## src/rtl/aes_enc_arbiter_pkg.sv

```systemverilog
// Shared definitions for the AES encryption-core arbiter.
// Holds the block sizes, the job FSM encoding and the big-endian byte-slice helper.
package aes_pkg;

   localparam int AES_BYTES = 16;
   localparam int AES_W     = 128;

   typedef enum logic [2:0] {
      ST_IDLE  = 3'd0,
      ST_START = 3'd1,
      ST_LOAD  = 3'd2,
      ST_WAIT  = 3'd3,
      ST_DRAIN = 3'd4,
      ST_RESP  = 3'd5
   } aes_state_e;

   // Byte idx of a 128-bit word; byte 0 is the most significant byte.
   function automatic logic [7:0] byte_sel(input logic [AES_W-1:0] vec,
                                           input logic [3:0]       idx);
      byte_sel = vec[{~idx, 3'b000} +: 8];
   endfunction

endpackage

```

## src/rtl/aes_enc_arbiter_rr_arbiter.sv

```systemverilog
// Combinational round-robin arbiter: grants the first request at or above ptr,
// wrapping around, and reports the one-hot grant plus its index.
module rr_arbiter #(
   parameter int N = 2
) (
   input  logic [N-1:0]         req,
   input  logic [$clog2(N)-1:0] ptr,
   output logic [N-1:0]         gnt,
   output logic [$clog2(N)-1:0] idx,
   output logic                 any_gnt
);

   localparam int IW = $clog2(N);
   localparam int SW = IW + 1;
   localparam logic [SW-1:0] N_W = SW'(N);

   logic [SW-1:0] sum_s;
   logic [IW-1:0] cand_s;

   // Walk the requesters starting at ptr; the first hit wins.
   always_comb begin
      gnt     = '0;
      idx     = '0;
      any_gnt = 1'b0;
      sum_s   = '0;
      cand_s  = '0;
      for (int k = 0; k < N; k++) begin
         sum_s = {1'b0, ptr} + SW'(k);
         if (sum_s >= N_W) begin
            cand_s = IW'(sum_s - N_W);
         end else begin
            cand_s = IW'(sum_s);
         end
         if (!any_gnt && req[cand_s]) begin
            gnt[cand_s] = 1'b1;
            idx         = cand_s;
            any_gnt     = 1'b1;
         end else begin
            any_gnt = any_gnt;
         end
      end
   end

endmodule

```

## src/rtl/aes_enc_arbiter.sv

```systemverilog
// Shares one byte-serial AES-128 core between NUM_REQ requesters: arbitrates,
// serializes key/plaintext into the core, collects the ciphertext and responds.
module aes_enc_arbiter
   import aes_pkg::*;
#(
   parameter int NUM_REQ = 2,
   parameter int TIMEOUT = 1023
) (
   input  logic                       clk,
   input  logic                       rst,
   input  logic [NUM_REQ-1:0]         req_valid,
   input  logic [NUM_REQ*AES_W-1:0]   req_key,
   input  logic [NUM_REQ*AES_W-1:0]   req_data,
   output logic [NUM_REQ-1:0]         req_ready,
   output logic                       rsp_valid,
   output logic [$clog2(NUM_REQ)-1:0] rsp_id,
   output logic [AES_W-1:0]           rsp_data,
   output logic                       rsp_err,
   output logic                       busy,
   output logic                       aes_enable,
   output logic [7:0]                 aes_key_byte,
   output logic [7:0]                 aes_state_byte,
   input  logic                       aes_load,
   input  logic                       aes_ready,
   input  logic [7:0]                 aes_out_byte
);

   localparam int IW  = $clog2(NUM_REQ);
   localparam int WDW = $clog2(TIMEOUT + 1);
   localparam logic [WDW-1:0] WD_MAX    = WDW'(TIMEOUT);
   localparam logic [3:0]     LAST_BYTE = 4'(AES_BYTES - 1);

   aes_state_e       state_q, state_d;
   logic [IW-1:0]    rr_ptr_q, rr_ptr_d;
   logic [AES_W-1:0] key_sh_q, key_sh_d;
   logic [AES_W-1:0] data_sh_q, data_sh_d;
   logic [AES_W-1:0] out_sh_q, out_sh_d;
   logic [IW-1:0]    id_q, id_d;
   logic [3:0]       cnt_q, cnt_d;
   logic [WDW-1:0]   wdog_q, wdog_d;

   logic [NUM_REQ-1:0] req_ready_q, req_ready_d;
   logic               rsp_valid_q, rsp_valid_d;
   logic [IW-1:0]      rsp_id_q, rsp_id_d;
   logic [AES_W-1:0]   rsp_data_q, rsp_data_d;
   logic               rsp_err_q, rsp_err_d;
   logic               busy_q, busy_d;
   logic               aes_enable_q, aes_enable_d;
   logic [7:0]         key_byte_q, key_byte_d;
   logic [7:0]         state_byte_q, state_byte_d;

   logic [NUM_REQ-1:0] gnt_s;
   logic [IW-1:0]      gnt_idx_s;
   logic               gnt_any_s;
   logic [AES_W-1:0]   key_sel_s;
   logic [AES_W-1:0]   data_sel_s;
   logic               aes_load_unused;

   // The core's load strobe is only of interest to external property checkers.
   assign aes_load_unused = aes_load;

   rr_arbiter #(
      .N(NUM_REQ)
   ) u_rr_arbiter (
      .req     (req_valid),
      .ptr     (rr_ptr_q),
      .gnt     (gnt_s),
      .idx     (gnt_idx_s),
      .any_gnt (gnt_any_s)
   );

   // One-hot mux of the granted requester's key and plaintext.
   always_comb begin
      key_sel_s  = '0;
      data_sel_s = '0;
      for (int i = 0; i < NUM_REQ; i++) begin
         key_sel_s  = key_sel_s  | (req_key[i*AES_W +: AES_W]  & {AES_W{gnt_s[i]}});
         data_sel_s = data_sel_s | (req_data[i*AES_W +: AES_W] & {AES_W{gnt_s[i]}});
      end
   end

   // Job FSM: next state, shadow registers and registered outputs.
   always_comb begin
      state_d      = state_q;
      rr_ptr_d     = rr_ptr_q;
      key_sh_d     = key_sh_q;
      data_sh_d    = data_sh_q;
      out_sh_d     = out_sh_q;
      id_d         = id_q;
      cnt_d        = cnt_q;
      wdog_d       = wdog_q;
      req_ready_d  = '0;
      rsp_valid_d  = 1'b0;
      rsp_id_d     = '0;
      rsp_data_d   = '0;
      rsp_err_d    = 1'b0;
      aes_enable_d = aes_enable_q;
      key_byte_d   = 8'h00;
      state_byte_d = 8'h00;

      case (state_q)
         ST_IDLE: begin
            aes_enable_d = 1'b0;
            if (gnt_any_s) begin
               req_ready_d = gnt_s;
               key_sh_d    = key_sel_s;
               data_sh_d   = data_sel_s;
               out_sh_d    = '0;
               id_d        = gnt_idx_s;
               if (int'(gnt_idx_s) == NUM_REQ - 1) begin
                  rr_ptr_d = '0;
               end else begin
                  rr_ptr_d = gnt_idx_s + IW'(1);
               end
               state_d = ST_START;
            end else begin
               state_d = ST_IDLE;
            end
         end
         ST_START: begin
            aes_enable_d = 1'b1;
            cnt_d        = 4'd0;
            key_byte_d   = byte_sel(key_sh_q, 4'd0);
            state_byte_d = byte_sel(data_sh_q, 4'd0);
            state_d      = ST_LOAD;
         end
         ST_LOAD: begin
            // Output bytes are registered, so fetch the byte for the next cycle.
            if (cnt_q == LAST_BYTE) begin
               wdog_d  = '0;
               state_d = ST_WAIT;
            end else begin
               cnt_d        = cnt_q + 4'd1;
               key_byte_d   = byte_sel(key_sh_q, cnt_q + 4'd1);
               state_byte_d = byte_sel(data_sh_q, cnt_q + 4'd1);
            end
         end
         ST_WAIT: begin
            if (aes_ready) begin
               cnt_d   = 4'd0;
               state_d = ST_DRAIN;
            end else if (wdog_q == WD_MAX) begin
               aes_enable_d = 1'b0;
               rsp_valid_d  = 1'b1;
               rsp_err_d    = 1'b1;
               rsp_id_d     = id_q;
               state_d      = ST_RESP;
            end else begin
               wdog_d = wdog_q + WDW'(1);
            end
         end
         ST_DRAIN: begin
            if (!aes_ready) begin
               aes_enable_d = 1'b0;
               rsp_valid_d  = 1'b1;
               rsp_err_d    = 1'b1;
               rsp_id_d     = id_q;
               state_d      = ST_RESP;
            end else begin
               out_sh_d[{~cnt_q, 3'b000} +: 8] = aes_out_byte;
               if (cnt_q == LAST_BYTE) begin
                  aes_enable_d = 1'b0;
                  rsp_valid_d  = 1'b1;
                  rsp_id_d     = id_q;
                  rsp_data_d   = out_sh_d;
                  state_d      = ST_RESP;
               end else begin
                  cnt_d = cnt_q + 4'd1;
               end
            end
         end
         ST_RESP: begin
            aes_enable_d = 1'b0;
            state_d      = ST_IDLE;
         end
         default: begin
            aes_enable_d = 1'b0;
            state_d      = ST_IDLE;
         end
      endcase

      busy_d = (state_d != ST_IDLE);
   end

   // State and output registers with synchronous reset.
   always_ff @(posedge clk) begin
      if (rst) begin
         state_q      <= ST_IDLE;
         rr_ptr_q     <= '0;
         key_sh_q     <= '0;
         data_sh_q    <= '0;
         out_sh_q     <= '0;
         id_q         <= '0;
         cnt_q        <= 4'd0;
         wdog_q       <= '0;
         req_ready_q  <= '0;
         rsp_valid_q  <= 1'b0;
         rsp_id_q     <= '0;
         rsp_data_q   <= '0;
         rsp_err_q    <= 1'b0;
         busy_q       <= 1'b0;
         aes_enable_q <= 1'b0;
         key_byte_q   <= 8'h00;
         state_byte_q <= 8'h00;
      end else begin
         state_q      <= state_d;
         rr_ptr_q     <= rr_ptr_d;
         key_sh_q     <= key_sh_d;
         data_sh_q    <= data_sh_d;
         out_sh_q     <= out_sh_d;
         id_q         <= id_d;
         cnt_q        <= cnt_d;
         wdog_q       <= wdog_d;
         req_ready_q  <= req_ready_d;
         rsp_valid_q  <= rsp_valid_d;
         rsp_id_q     <= rsp_id_d;
         rsp_data_q   <= rsp_data_d;
         rsp_err_q    <= rsp_err_d;
         busy_q       <= busy_d;
         aes_enable_q <= aes_enable_d;
         key_byte_q   <= key_byte_d;
         state_byte_q <= state_byte_d;
      end
   end

   assign req_ready      = req_ready_q;
   assign rsp_valid      = rsp_valid_q;
   assign rsp_id         = rsp_id_q;
   assign rsp_data       = rsp_data_q;
   assign rsp_err        = rsp_err_q;
   assign busy           = busy_q;
   assign aes_enable     = aes_enable_q;
   assign aes_key_byte   = key_byte_q;
   assign aes_state_byte = state_byte_q;

endmodule

```

## config.mk

```make
export PLATFORM = sky130hd
export DESIGN_NAME = aes_enc_arbiter
export DESIGN_NICKNAME = d
export VERILOG_FILES = /design/src/rtl/aes_enc_arbiter_pkg.sv /design/src/rtl/aes_enc_arbiter_rr_arbiter.sv /design/src/rtl/aes_enc_arbiter.sv
export SDC_FILE = /design/constraint.sdc
export NUM_CORES = 1
export LEC_CHECK = 0
export BUFFER_PORTS_ARGS = -buffer_cell sky130_fd_sc_hd__buf_2
export CAP_MARGIN = 20
export CELL_PAD_IN_SITES_DETAIL_PLACEMENT = 0
export CELL_PAD_IN_SITES_GLOBAL_PLACEMENT = 2
export CORE_UTILIZATION = 28
export DETAILED_ROUTE_END_ITERATION = 10
export PLACE_DENSITY = 0.79
export SETUP_SLACK_MARGIN = 0.5
export SYNTH_ARGS = -nofsm -noshare
export SYNTH_HDL_FRONTEND = slang
export SYNTH_SLANG_ARGS = --single-unit
```

## constraint.sdc

```tcl
create_clock -name clk -period 2.74 [get_ports clk]
set_input_delay 0 -clock clk [delete_from_list [all_inputs] [get_ports clk]]
set_output_delay 0 -clock clk [all_outputs]
set_load 0.005 [all_outputs]
```

After elaboration in Yosys (flattened, before gate mapping)
Index checks and enable logic that the tools add are counted.
{"block": "word_totals", "out_inout_bits": 151, "ff_bits": 554, "elab_cells": 136, "input_bits": 526}
{"block": "classes", "add_sub_neg": 7, "n_lt_le_gt_ge": 6, "shifts": 4, "mux": 57, "bitwise": 15, "eq_ne": 14, "n_reduce_logical": 16}
{"cell": "$and 128x128->128", "count": 4}
{"cell": "$mux 128", "count": 2}
{"cell": "$or 128x128->128", "count": 2}
{"cell": "$pmux 128 s2", "count": 1}
{"cell": "$shiftx 128x8->8", "count": 2}
{"cell": "$bwmux 128", "count": 1}
{"cell": "$shift 8x9->128 const A", "count": 1}
{"cell": "$shiftx 8x9->128", "count": 1}
{"cell": "$pmux 8 s2", "count": 2}
{"cell": "$mux 10", "count": 3}
{"cell": "$mux 1", "count": 27}
{"cell": "$pmux 10 s2", "count": 1}
{"cell": "$mux 8", "count": 2}
{"cell": "$pmux 4 s4", "count": 1}
{"cell": "$mux 3", "count": 5}
{"cell": "$pmux 3 s5", "count": 1}
{"cell": "$ne 2x2->1 const B", "count": 7}
{"cell": "$mux 4", "count": 3}
{"cell": "$add 10x1->10 const B", "count": 1}
{"cell": "$eq 10x10->1 const B", "count": 1}
{"cell": "$neg 7->9", "count": 1}
{"cell": "$not 4->4", "count": 2}
{"cell": "$reduce_and 4->1", "count": 2}
{"cell": "$eq 3x2->1 const B", "count": 2}
{"cell": "28 further kinds", "count": 44}

Depth between registers and ports, before layout
Gate-level depths: netlist of the first run.
{"block": "logic_depth", "ltp_word": 11, "ltp_mapped": 10, "ltp_nobuf": 7}

Modules after synthesis
A second synthesis of the first run with hierarchy kept.
{"block": "unflattened", "cells_unflattened": 2558, "hier_area_um2": 23477.5}
{"mod": "aes_enc_arbiter", "n_inst": 1, "cells_each": 2553, "area_each_um2": 23445.0, "seq_area_each_um2": 11090.6}
{"mod": "rr_arbiter", "n_inst": 1, "cells_each": 5, "area_each_um2": 32.5, "seq_area_each_um2": 0.0}

Worst setup path after synthesis of the first run
Ideal clock, no wire load.
{"block": "synth_timing", "kind": "register -> register", "start": "register cnt_q[0]", "end": "register key_byte_q[6] (netlist: aes_key_byte[6])", "arrival_time_ns": 2.577, "path_stages_with_launch": 10, "path_slack_ns": 0.043, "required_ns": 2.620, "setup_time_ns": 0.120, "period_less_slack_ns": 2.697, "path_buffers": 3, "path_cell_list": "dfxtp_1 clkinv_1 clkbuf_1 ha_1 buf_1 buf_1 mux4_2 nand2_1 a21oi_1 a211o_1"}
{"block": "synth_via", "elab_chain_cells": 5, "elab_cells_between_ends": 6, "classes_between": "add/sub (1); eq/ne (1); shift (1); mux (2); bitwise (1)"}
{"element": "from (decl)", "line": "aes_enc_arbiter.sv:39", "source": "logic [3:0] cnt_q, cnt_d;"}
{"element": "from (signal assigned)", "line": "aes_enc_arbiter.sv:212", "source": "cnt_q <= cnt_d;"}
{"element": "$add 4x1->4", "line": "aes_enc_arbiter.sv:134", "source": "key_byte_d = byte_sel(key_sh_q, cnt_q + 4'd1);"}
{"element": "$not 4->4", "line": "aes_enc_arbiter_pkg.sv:20", "source": "byte_sel = vec[{~idx, 3'b000} +: 8];"}
{"element": "$shiftx 128x8->8", "line": "aes_enc_arbiter_pkg.sv:20"}
{"element": "$mux 8 *", "line": "aes_enc_arbiter.sv:129", "source": "if (cnt_q == LAST_BYTE) begin"}
{"element": "$pmux 8 s2 *", "line": "aes_enc_arbiter.sv:101", "source": "case (state_q)"}
{"element": "to (signal assigned)", "line": "aes_enc_arbiter.sv:221", "source": "key_byte_q <= key_byte_d;"}
{"element": "to (decl)", "line": "aes_enc_arbiter.sv:49", "source": "logic [7:0] key_byte_q, key_byte_d;"}
Mark *: on every way between the ends. The rest lies on a longest branch, timed or not.
A chain may end at the register's enable or synchronous reset.

Worst setup path after layout of the first run
{"block": "layout_timing", "start": "register cnt_q[0]", "end": "register out_sh_q[75]"}
{"block": "layout_via", "elab_chain_cells": 6, "elab_cells_between_ends": 7, "classes_between": "add/sub (1); shift (2); mux (3); bitwise (1)"}
{"element": "$not 4->4 *", "line": "aes_enc_arbiter.sv:160", "source": "out_sh_d[{~cnt_q, 3'b000} +: 8] = aes_out_byte;"}
{"element": "$neg 7->9 *", "line": "aes_enc_arbiter.sv:160"}
{"element": "$shiftx 8x9->128 or $shift 8x9->128 (tied branches)", "line": "aes_enc_arbiter.sv:160"}
{"element": "$bwmux 128 *", "line": "aes_enc_arbiter.sv:160"}
{"element": "$mux 128 *", "line": "aes_enc_arbiter.sv:153", "source": "if (!aes_ready) begin"}
{"element": "$pmux 128 s2 *", "line": "aes_enc_arbiter.sv:101"}
{"element": "to (signal assigned)", "line": "aes_enc_arbiter.sv:210", "source": "out_sh_q <= out_sh_d;"}
{"element": "to (decl)", "line": "aes_enc_arbiter.sv:37", "source": "logic [AES_W-1:0] out_sh_q, out_sh_d;"}
Mark *: on every way between the ends. The rest lies on a longest branch, timed or not. The select of a mux whose other input is x is not followed.

==> results of run 1 <==
[critical path: stages (launching register included)]
cell      delay [ps]
dfxtp_4          380
clkinv_2          70
buf_4            250
ha_1             250
buf_4            240
nand3_1          230
nor2_1           480
a22o_1           220
[worst max path at each step]
stage,from,endpoint,slack (ps),cells past startpoint
floorplan,cnt_q[0],aes_key_byte[7],510,8
global placement,cnt_q[0],aes_state_byte[1],320,7
detailed placement,cnt_q[0],aes_state_byte[1],280,7
CTS,state_q[0],out_sh_q[53],440,8
global route,cnt_q[0],out_sh_q[78],420,7
finish,cnt_q[0],out_sh_q[75],550,7
[per-layer routing]
layer / GRT usage [%] / wire length [um] / up-vias
li1: - / - / 11307
met1: 27.7 / 42100 / 11214
met2: 41.0 / 51300 / 741
met3: 4.04 / 5220 / 197
met4: 8.15 / 3420 / 20
met5: 0 / 118 / -
[kinds of logic after synthesis]
group,Yosys count,synth area share (%)
compound gates,518,16.7
xor+xnor,11,0.409
buf+inv,217,3.63
simple gates,841,14.7
fa+ha+maj,4,0.213
flops,554,47.1
mux,336,17.3
[repair_timing]
item	in CTS	in global routing
cloned	0	3
buffers inserted	8	2
pin swaps	0	3
hold endpoints to repair	401	0
gates resized for setup	20	30
setup endpoints to repair	182	208
hold buffers	523	0
[area by class of cell]
cell class              count  share of cell area (%)
flip-flops and latches    554                    30.6
clock inverters            25                    1.02
inverters                   7                  0.0863
repair buffers           1303                    26.8
well taps                1070                    3.69
clock buffers              88                    4.93
multi-input cells        1710                    32.8
diodes                     18                   0.124
[cell usage in the layout, fill, tap and decap left out, drive strengths merged, types with 44 or more instances in the layout]
cell         netlist  final
buf               51    777
dfxtp            554    554
dlygate4sd3        0    523
nor2             395    395
nand2            319    319
mux2i            277    277
a211oi           155    155
clkbuf           159     91
a22o              87     87
a311oi            61     61
a21oi             60     60
mux4              56     56
a22oi             44     44
[flip-flops by register name, summed over array words and instances (netlist names)]
signal and cells:
rsp_id 1, out_sh_q 128, rsp_data 128, data_sh_q 128
busy 1, state_q 3, wdog_q 10, cnt_q 4
id_q 1, aes_key_byte 8, req_ready 2, rr_ptr_q 1
aes_state_byte 8, rsp_err 1, rsp_valid 1, key_sh_q 128
aes_enable 1
[stage by stage]
stage / area, um^2 / utilization, % / total power, W / std cells / setup WS, ps
after floorplan: 23600 / - / 0.0111 / 2481 / 506
after global placement: 28500 / 34.4 / 0.0126 / 4108 / 315
after detailed placement: 28500 / 34.4 / 0.0126 / 4108 / 282
after global routing: 36300 / 43.9 / 0.0230 / 4770 / 420
after CTS: 36000 / 43.6 / 0.0222 / 4752 / 441
final: 36300 / 43.9 / 0.0220 / 4775 / 554
[power breakdown]
group          switching [W]  total (W)  internal, W
Sequential          0.000394    0.00903      0.00864
Combinational        0.00220    0.00421      0.00201
Clock                0.00352    0.00880      0.00528
Total                0.00611     0.0220       0.0159
==> impl_metrics.toml, run 1 <==
[logic_synthesis]
yosys-top-cells-area = "dfxtp_1 (47%), mux2i_1 (12%), nor2_1 (6.3%)"
synth_area_per_cell_um2 = 9.49
synth_common_cells = "dfxtp_1 (554), nor2_1 (393), nand2_1 (319)"
yosysTopAreaCellShare_pct = 47.1
mappedNetlistNets = 3011
synth_top_area_cell = "dfxtp_1"
yosys_most_used_dff = "dfxtp_1"
synth_most_common_cell = "dfxtp_1"
ys_seq_elements = 554
synth_edf_count = 0
ys_types = 59
ys_warn_count = 0
syn-cell-area_mm2 = 0.0235
synthCells = 2481
synthArstFlopShare_pct = 0
seq_area_frac_synth_pct = 47.1

[hold_path]
hold_end = "key_sh_q[87]"
min_delay_path_depth = 3
hold_path.class = "in2reg"
hp-start = "req_valid[1]"

[floorplan]
boundaryPins = 677
die_area_mm2 = 0.0853
initial_core_util_pct = 28.5
design.core.area_mm2 = 0.0826
die_x_um = 292
rows = 105
die_h_um = 292

[finish]
finalNetCount = 4167
synthToLayoutAreaGrowth_pct = 54.0
drive_gt1_share_pct = 27.1
multi_input_area_mm2 = 0.0119
fill_cells = 8162
regArea_mm2 = 0.0111

[sta]
period_minus_slack_ps = 2190
rsz0062_at_grt = "yes"
whs_ps = 34.7
worstMarginPinSlew_ps = 998
fmax_mhz = 457
tns_ps = 0
setup_viol = 0
slew_violations = 0
finClkSkew_ps = 13.4
relSlewSlack_pct = 33.5
timing.final.crit_share_pct = 79.8
hold_viol = 0

[route]
wire_per_inst_um = 21.4
vias = 23479
drc = 0
viasPerCell = 4.92
firstDrtPassIters = 6
drt-initial-drc-count = 1239
drtAntennaViolNets = 0
drt_wl_total_mm = 102

[placement]
post-dp-hpwl_mm = 73.7
io_buffers = 675
gp_congestion = 0.853

[clock_tree]
cts-htree-levels = 2
path_clk_slew_ps = 60
cts_tree = "yes"
clockRootBuffer = "clkbuf_16"
cts_inserted_buffers = 61
clock_path_buffers = 3
clock_sinks = 554
clk_latency_ps = 640

[worst_setup_path]
reg2regPathDepth = 7
reg2reg_slack_ps = 550
worst-setup-path-type = "reg2reg"
rr_startpoint = "cnt_q[0]"
end_kind = "flop"
worstPathRequired_ps = 3320
reg2reg_to = "out_sh_q[75]"
crit_arrival_ps = 2760
start_kind = "flop"
crit_fanout = 17

[job]
cap_violations = 0

[status]
outcome = "completed"

[global_route]
grt_pass1_wl_mm = 149
grt_pass1_vias = 23634
antenna_found_initial = 33
grt_remaining_overflow = 0
grt_max_degree = 84
grt_usage_pct = 23.1

[power]
p_leak_nw = 15.5
power-per-cell-area_mw_per_mm2 = 608
peakVddDrop_uv = 400
(Power assumes the default switching activity.)
==> run 2: changes to the inputs <==
- clock period: 2.74 -> 1.8 ns (I/O delays scaled with it)
==> impl_metrics.toml, run 2 (synthesis results as in run 1) <==
[sta]
whs_ps = 46.4
setup_viol = 406
slew_violations = 0
worstMarginPinSlew_ps = 884
period_minus_slack_ps = 2070
finClkSkew_ps = 28.6
tns_ps = -37790
fin_ws_ps = -272
rsz0062_at_grt = "yes"
relSlewSlack_pct = 41.1
timing.final.crit_share_pct = 115
fmax_mhz = 483
hold_viol = 0

[power]
p_seq_share_pct = 37.1
power_w = 0.0373
pwr-share-clk_pct = 36.0
p_leak_nw = 18.4
power-per-cell-area_mw_per_mm2 = 866
power_switching_w = 0.0108
p_int_w = 0.0265
comb_power_share_pct = 26.9
p_sw_share_pct = 28.9
peakVddDrop_uv = 582

[global_route]
grt_pass1_vias = 25895
antenna_found_initial = 28
grt_pass1_wl_mm = 163
grt_max_degree = 125
grt_remaining_overflow = 0
grt_usage_pct = 25.2

[finish]
mostFrequentLayoutCell = "buf_2"
synthToLayoutAreaGrowth_pct = 82.9
drive_gt1_share_pct = 41.0
design_area_mm2 = 0.0431
final_cell_mix = "buf_2 (674), dfxtp_1 (551), dlygate4sd3_1 (523), nor2_1 (333), nand2_1 (281)"
finalNetCount = 4513
fin_util_pct = 52.1

[worst_setup_path]
critPathMaxStageDelay_ps = 550
rr_startpoint = "cnt_q[0]"
crit_arrival_ps = 2550
end_kind = "flop"
crit_fanout = 6
worst-setup-path-type = "reg2reg"
path_cells = "ha_4 > xor2_4 > mux4_2 > mux2_4 > o21ai_2 > a221oi_2"
reg2regPathDepth = 6
reg2reg_slack_ps = -270
reg2reg_to = "aes_key_byte[7]"
worstPathRequired_ps = 2280
slowest_stage = "mux4_2"
start_kind = "flop"

[status]
outcome = "finished with violations"
violations = "setup timing"

[hold_path]
hold_end = "out_sh_q[90]"
min_delay_path_depth = 5
hp-start = "rst"
hold_path.class = "in2reg"

[floorplan]
rows = 105
initial_core_util_pct = 28.5
die_h_um = 292
design.core.area_mm2 = 0.0826
die_area_mm2 = 0.0853
boundaryPins = 677
die_x_um = 292

[route]
drt-initial-drc-count = 1415
drc = 0
wire_per_inst_um = 22.4
viasPerCell = 5.00
drt_wl_total_mm = 114
firstDrtPassIters = 5
drtAntennaViolNets = 0
vias = 25572

[clock_tree]
path_clk_slew_ps = 60
clock_sinks = 554
clockRootBuffer = "clkbuf_16"
cts-htree-levels = 3
cts_inserted_buffers = 66
clk_latency_ps = 620
clock_path_buffers = 3
cts_tree = "yes"

[placement]
gp_congestion = 0.834
place_area_mm2 = 0.0305
post-dp-hpwl_mm = 76.2
io_buffers = 675

[job]
cap_violations = 0
## run 2: changes by cell type in the layout (fill, tap and decap cells not counted), sizes merged
cell / previous run / this run
clkbuf: 91 / 116
buf: 777 / 1089
bufbuf: 0 / 5
diode: 18 / 21
clkinv: 15 / 16
bufinv: 8 / 3
inv: 7 / 8
dlymetal6s4s: 0 / 1
## run 2: power groups by stage
stage / combinational (W) / sequential [W] / clock, W
final: 0.0100 / 0.0138 / 0.0134
after global routing: 0.0105 / 0.0139 / 0.0142
after CTS: 0.00826 / 0.0137 / 0.0137
after detailed placement: 0.00595 / 0.0140 / 0
after global placement: 0.00591 / 0.0140 / 0
after floorplan: 0.00329 / 0.0137 / 0
## run 2: repair_timing
action / 4_1_cts / 5_1_grt
setup endpoints to repair: 554 / 554
pin swaps: 61 / 175
hold buffers: 522 / 2
gates cloned: 33 / 28
endpoints found under the hold margin: 379 / 16
gates resized for setup: 253 / 359
setup buffers: 58 / 54
## run 2: worst max-delay path by stage
| stage | from | end | cells past startpoint |
|---|---|---|---|
| 3_3_place_gp | cnt_q[1] | rsp_data[37] | 8 |
| 3_5_place_dp | cnt_q[1] | aes_key_byte[7] | 6 |
| 6_report | cnt_q[0] | aes_key_byte[7] | 6 |
| 4_1_cts | state_q[1] | out_sh_q[24] | 5 |
| 2_1_floorplan | cnt_q[0] | aes_key_byte[7] | 8 |
| 5_1_grt | cnt_q[0] | aes_key_byte[7] | 6 |
## run 2: worst max-delay path: cells and delay by family, from the launching register on
kind                     cells  cell delay [ps]
AO/OA/AOI/OAI                2              210
adder cells (fa/ha/maj)      1              210
multiplexers                 2              830
flip-flops                   1              400
XOR/XNOR                     1              300
## run 2: through the flow
| step | setup WS (ps) | instances |
|---|---|---|
| after floorplan | -194 | 2481 |
| after global placement | -309 | 4288 |
| after detailed placement | -360 | 4288 |
| after CTS | -264 | 5013 |
| after global routing | -330 | 5112 |
| final | -272 | 5118 |
## run 2: final cells by class
type / instances / area, um^2
antenna: 21 / 52.6
clock buffer: 91 / 1920
clock inverter: 21 / 239
fill: 7304 / 39600
inverter: 7 / 43.8
multi-input combinational: 1710 / 13800
sequential: 554 / 11100
tap: 1070 / 1340
timing repair buffer: 1643 / 14600
timing repair inverter: 1 / 6.26
## run 2: routing by layer
layer	vias to the layer above	track usage, %	share of wire [%]
li1	12015	-	-
met1	12379	29.3	39
met2	905	45.2	51
met3	265	4.67	5.5
met4	8	10.7	4.5
met5	-	0	0.037
==> run 3: changes to the inputs <==
- ABC_AREA: unset -> 1
- CORE_UTILIZATION: 28 -> 26
- PLACE_DENSITY: 0.79 -> 0.8
==> impl_metrics.toml, run 3 <==
[logic_synthesis]
yosys-top-cells-area = "dfxtp_1 (45%), nand2_1 (15%), nand3_1 (5.8%)"
ys_seq_elements = 554
synth_edf_count = 0
mappedNetlistNets = 3916
synth_top_area_cell = "dfxtp_1"
seq_area_frac_synth_pct = 45.5
ys_types = 41
yosysTopAreaCellShare_pct = 45.5
synth_area_per_cell_um2 = 7.21
synth_common_cells = "nand2_1 (946), dfxtp_1 (554), inv_1 (354)"
synthCells = 3386
syn-cell-area_mm2 = 0.0244
yosys_most_used_dff = "dfxtp_1"
ys_warn_count = 0
synth_most_common_cell = "nand2_1"
synthArstFlopShare_pct = 0

[floorplan]
boundaryPins = 677
die_h_um = 308
die_area_mm2 = 0.0951
design.core.area_mm2 = 0.0924
rows = 111
die_x_um = 308
initial_core_util_pct = 26.4

[clock_tree]
path_clk_slew_ps = 60
clk_latency_ps = 640
cts-htree-levels = 3
clockRootBuffer = "clkbuf_16"
cts_inserted_buffers = 70
hold_buffers = 522
clock_path_buffers = 3
clock_sinks = 554
cts_tree = "yes"

[worst_setup_path]
crit_fanout = 7
end_kind = "flop"
start_kind = "flop"
rr_startpoint = "cnt_q[0]"
crit_start = "cnt_q[0]"
worst-setup-path-type = "reg2reg"
worstPathRequired_ps = 2340
crit_arrival_ps = 2450

[sta]
worstMarginPinSlew_ps = 612
timing.final.crit_share_pct = 106
finClkSkew_ps = 30.2
fin_ws_ps = -108
whs_ps = -128
hold_viol = 7
rsz0062_at_grt = "yes"
slew_violations = 0
period_minus_slack_ps = 1910
relSlewSlack_pct = 59.1
fmax_mhz = 524
setup_viol = 76

[status]
outcome = "finished with violations"
violations = "hold timing, setup timing"

[global_route]
grt_max_degree = 82
antenna_found_initial = 19
grt_pass1_vias = 28760
grt_usage_pct = 26.1
grt_pass1_wl_mm = 185
grt_remaining_overflow = 0

[placement]
place_ws_ps = -393
post-dp-hpwl_mm = 90.9
io_buffers = 675
gp_congestion = 0.849

[power]
p_leak_nw = 18.5
power-per-cell-area_mw_per_mm2 = 1010
peakVddDrop_uv = 601
power_w = 0.0423

[finish]
finalNetCount = 5255
synthToLayoutAreaGrowth_pct = 72.4
drive_gt1_share_pct = 31.7
mostFrequentLayoutCell = "nand2_1"
final_cell_mix = "nand2_1 (851), buf_2 (674), dfxtp_1 (547), dlygate4sd3_1 (522), inv_1 (345)"

[route]
viasPerCell = 4.83
drc = 0
drt-initial-drc-count = 1934
wire_per_inst_um = 21.8
drt_wl_total_mm = 131
firstDrtPassIters = 6
vias = 29146
drtAntennaViolNets = 0

[job]
cap_violations = 0

[hold_path]
hold_path.class = "in2reg"
hp-start = "req_valid[0]"
-- run 3: cell types whose count changed after synthesis, sizes merged, moves of 62 or more --
| cell | previous run | this run |
|---|---|---|
| buf | 51 | 113 |
| nand2 | 319 | 956 |
| a221oi | 2 | 153 |
| a22o | 87 | 0 |
| o21ai | 28 | 296 |
| nor2 | 395 | 178 |
| nand3 | 42 | 286 |
| mux2i | 277 | 0 |
| inv | 6 | 366 |
| a21oi | 60 | 188 |
| a211oi | 155 | 0 |
-- run 3: worst paths after layout --
kind | endpoint | slack (ps) | depth (start not counted)
max | aes_key_byte[3] | -110 | 10
min | key_sh_q[7] | -130 | 5
max reg2reg | aes_key_byte[3] | -110 | 10
min reg2reg | out_sh_q[122] | 450 | 2
-- run 3: cells by family after synthesis --
| group | synth area share, % |
|---|---|
| AO/OA/AOI/OAI | 18.8 |
| XOR/XNOR | 0.108 |
| adder cells (fa/ha/maj) | 0.205 |
| buffers and inverters | 10.5 |
| flip-flops | 45.5 |
| AND/OR/NAND/NOR | 24.9 |
-- run 3: power breakdown --
part	total [W]	internal (W)	switching (W)
clock	0.0147	0.00865	0.00610
combinational	0.0140	0.00587	0.00813
sequential	0.0136	0.0132	0.000322
total	0.0423	0.0278	0.0146
-- run 3: critical path, stage by stage (launching register included) --
cell,delay (ps)
dfxtp_4,380
clkinv_4,60
ha_4,360
buf_8,160
buf_12,140
nand3_1,140
nand3_1,160
nand3_1,110
nand2_2,80
nand2_2,60
a21oi_2,140
-- run 3: metal layers --
| metal | share of wire, % | wire [um] | global-route usage (%) | vias up |
|---|---|---|---|---|
| li1 | - | - | - | 13942 |
| met3 | 5.9 | 7680 | 4.52 | 291 |
| met1 | 43 | 56700 | 33.0 | 13830 |
| met2 | 46 | 60700 | 43.5 | 1075 |
| met5 | 0.034 | 45 | 0 | - |
| met4 | 4.7 | 6130 | 11.3 | 8 |
-- run 3: layout make-up --
type                            count  area (um^2)
Tap cell                         1243         1560
Sequential cell                   554        11100
Multi-Input combinational cell   2211        12900
Antenna cell                       13         32.5
Inverter                          368         1460
Timing Repair inverter              2         15.0
Clock buffer                       97         2010
Clock inverter                     28          388
Fill cell                        9102        50300
Timing Repair Buffer             1518        12600
-- run 3: per-stage QoR --
stage	hold WS (ps)	std cells	TNS [ps]	area, um^2	utilization [%]
floorplan	110	3386	-4.39	24600	-
global placement	200	5294	-13200	30900	33.4
detailed placement	203	5294	-17380	30900	33.4
CTS	-146	5976	-2990	40100	43.4
global route	-121	6032	-16000	42100	45.5
finish	-128	6034	-2960	42100	45.5
-- run 3: timing repair --
| action | in CTS | in global routing |
|---|---|---|
| hold endpoints to repair | 372 | 6 |
| pin swaps | 63 | 94 |
| setup buffers | 25 | 30 |
| cloned | 10 | 15 |
| resized for setup | 291 | 334 |
| setup endpoints to repair | 558 | 559 |
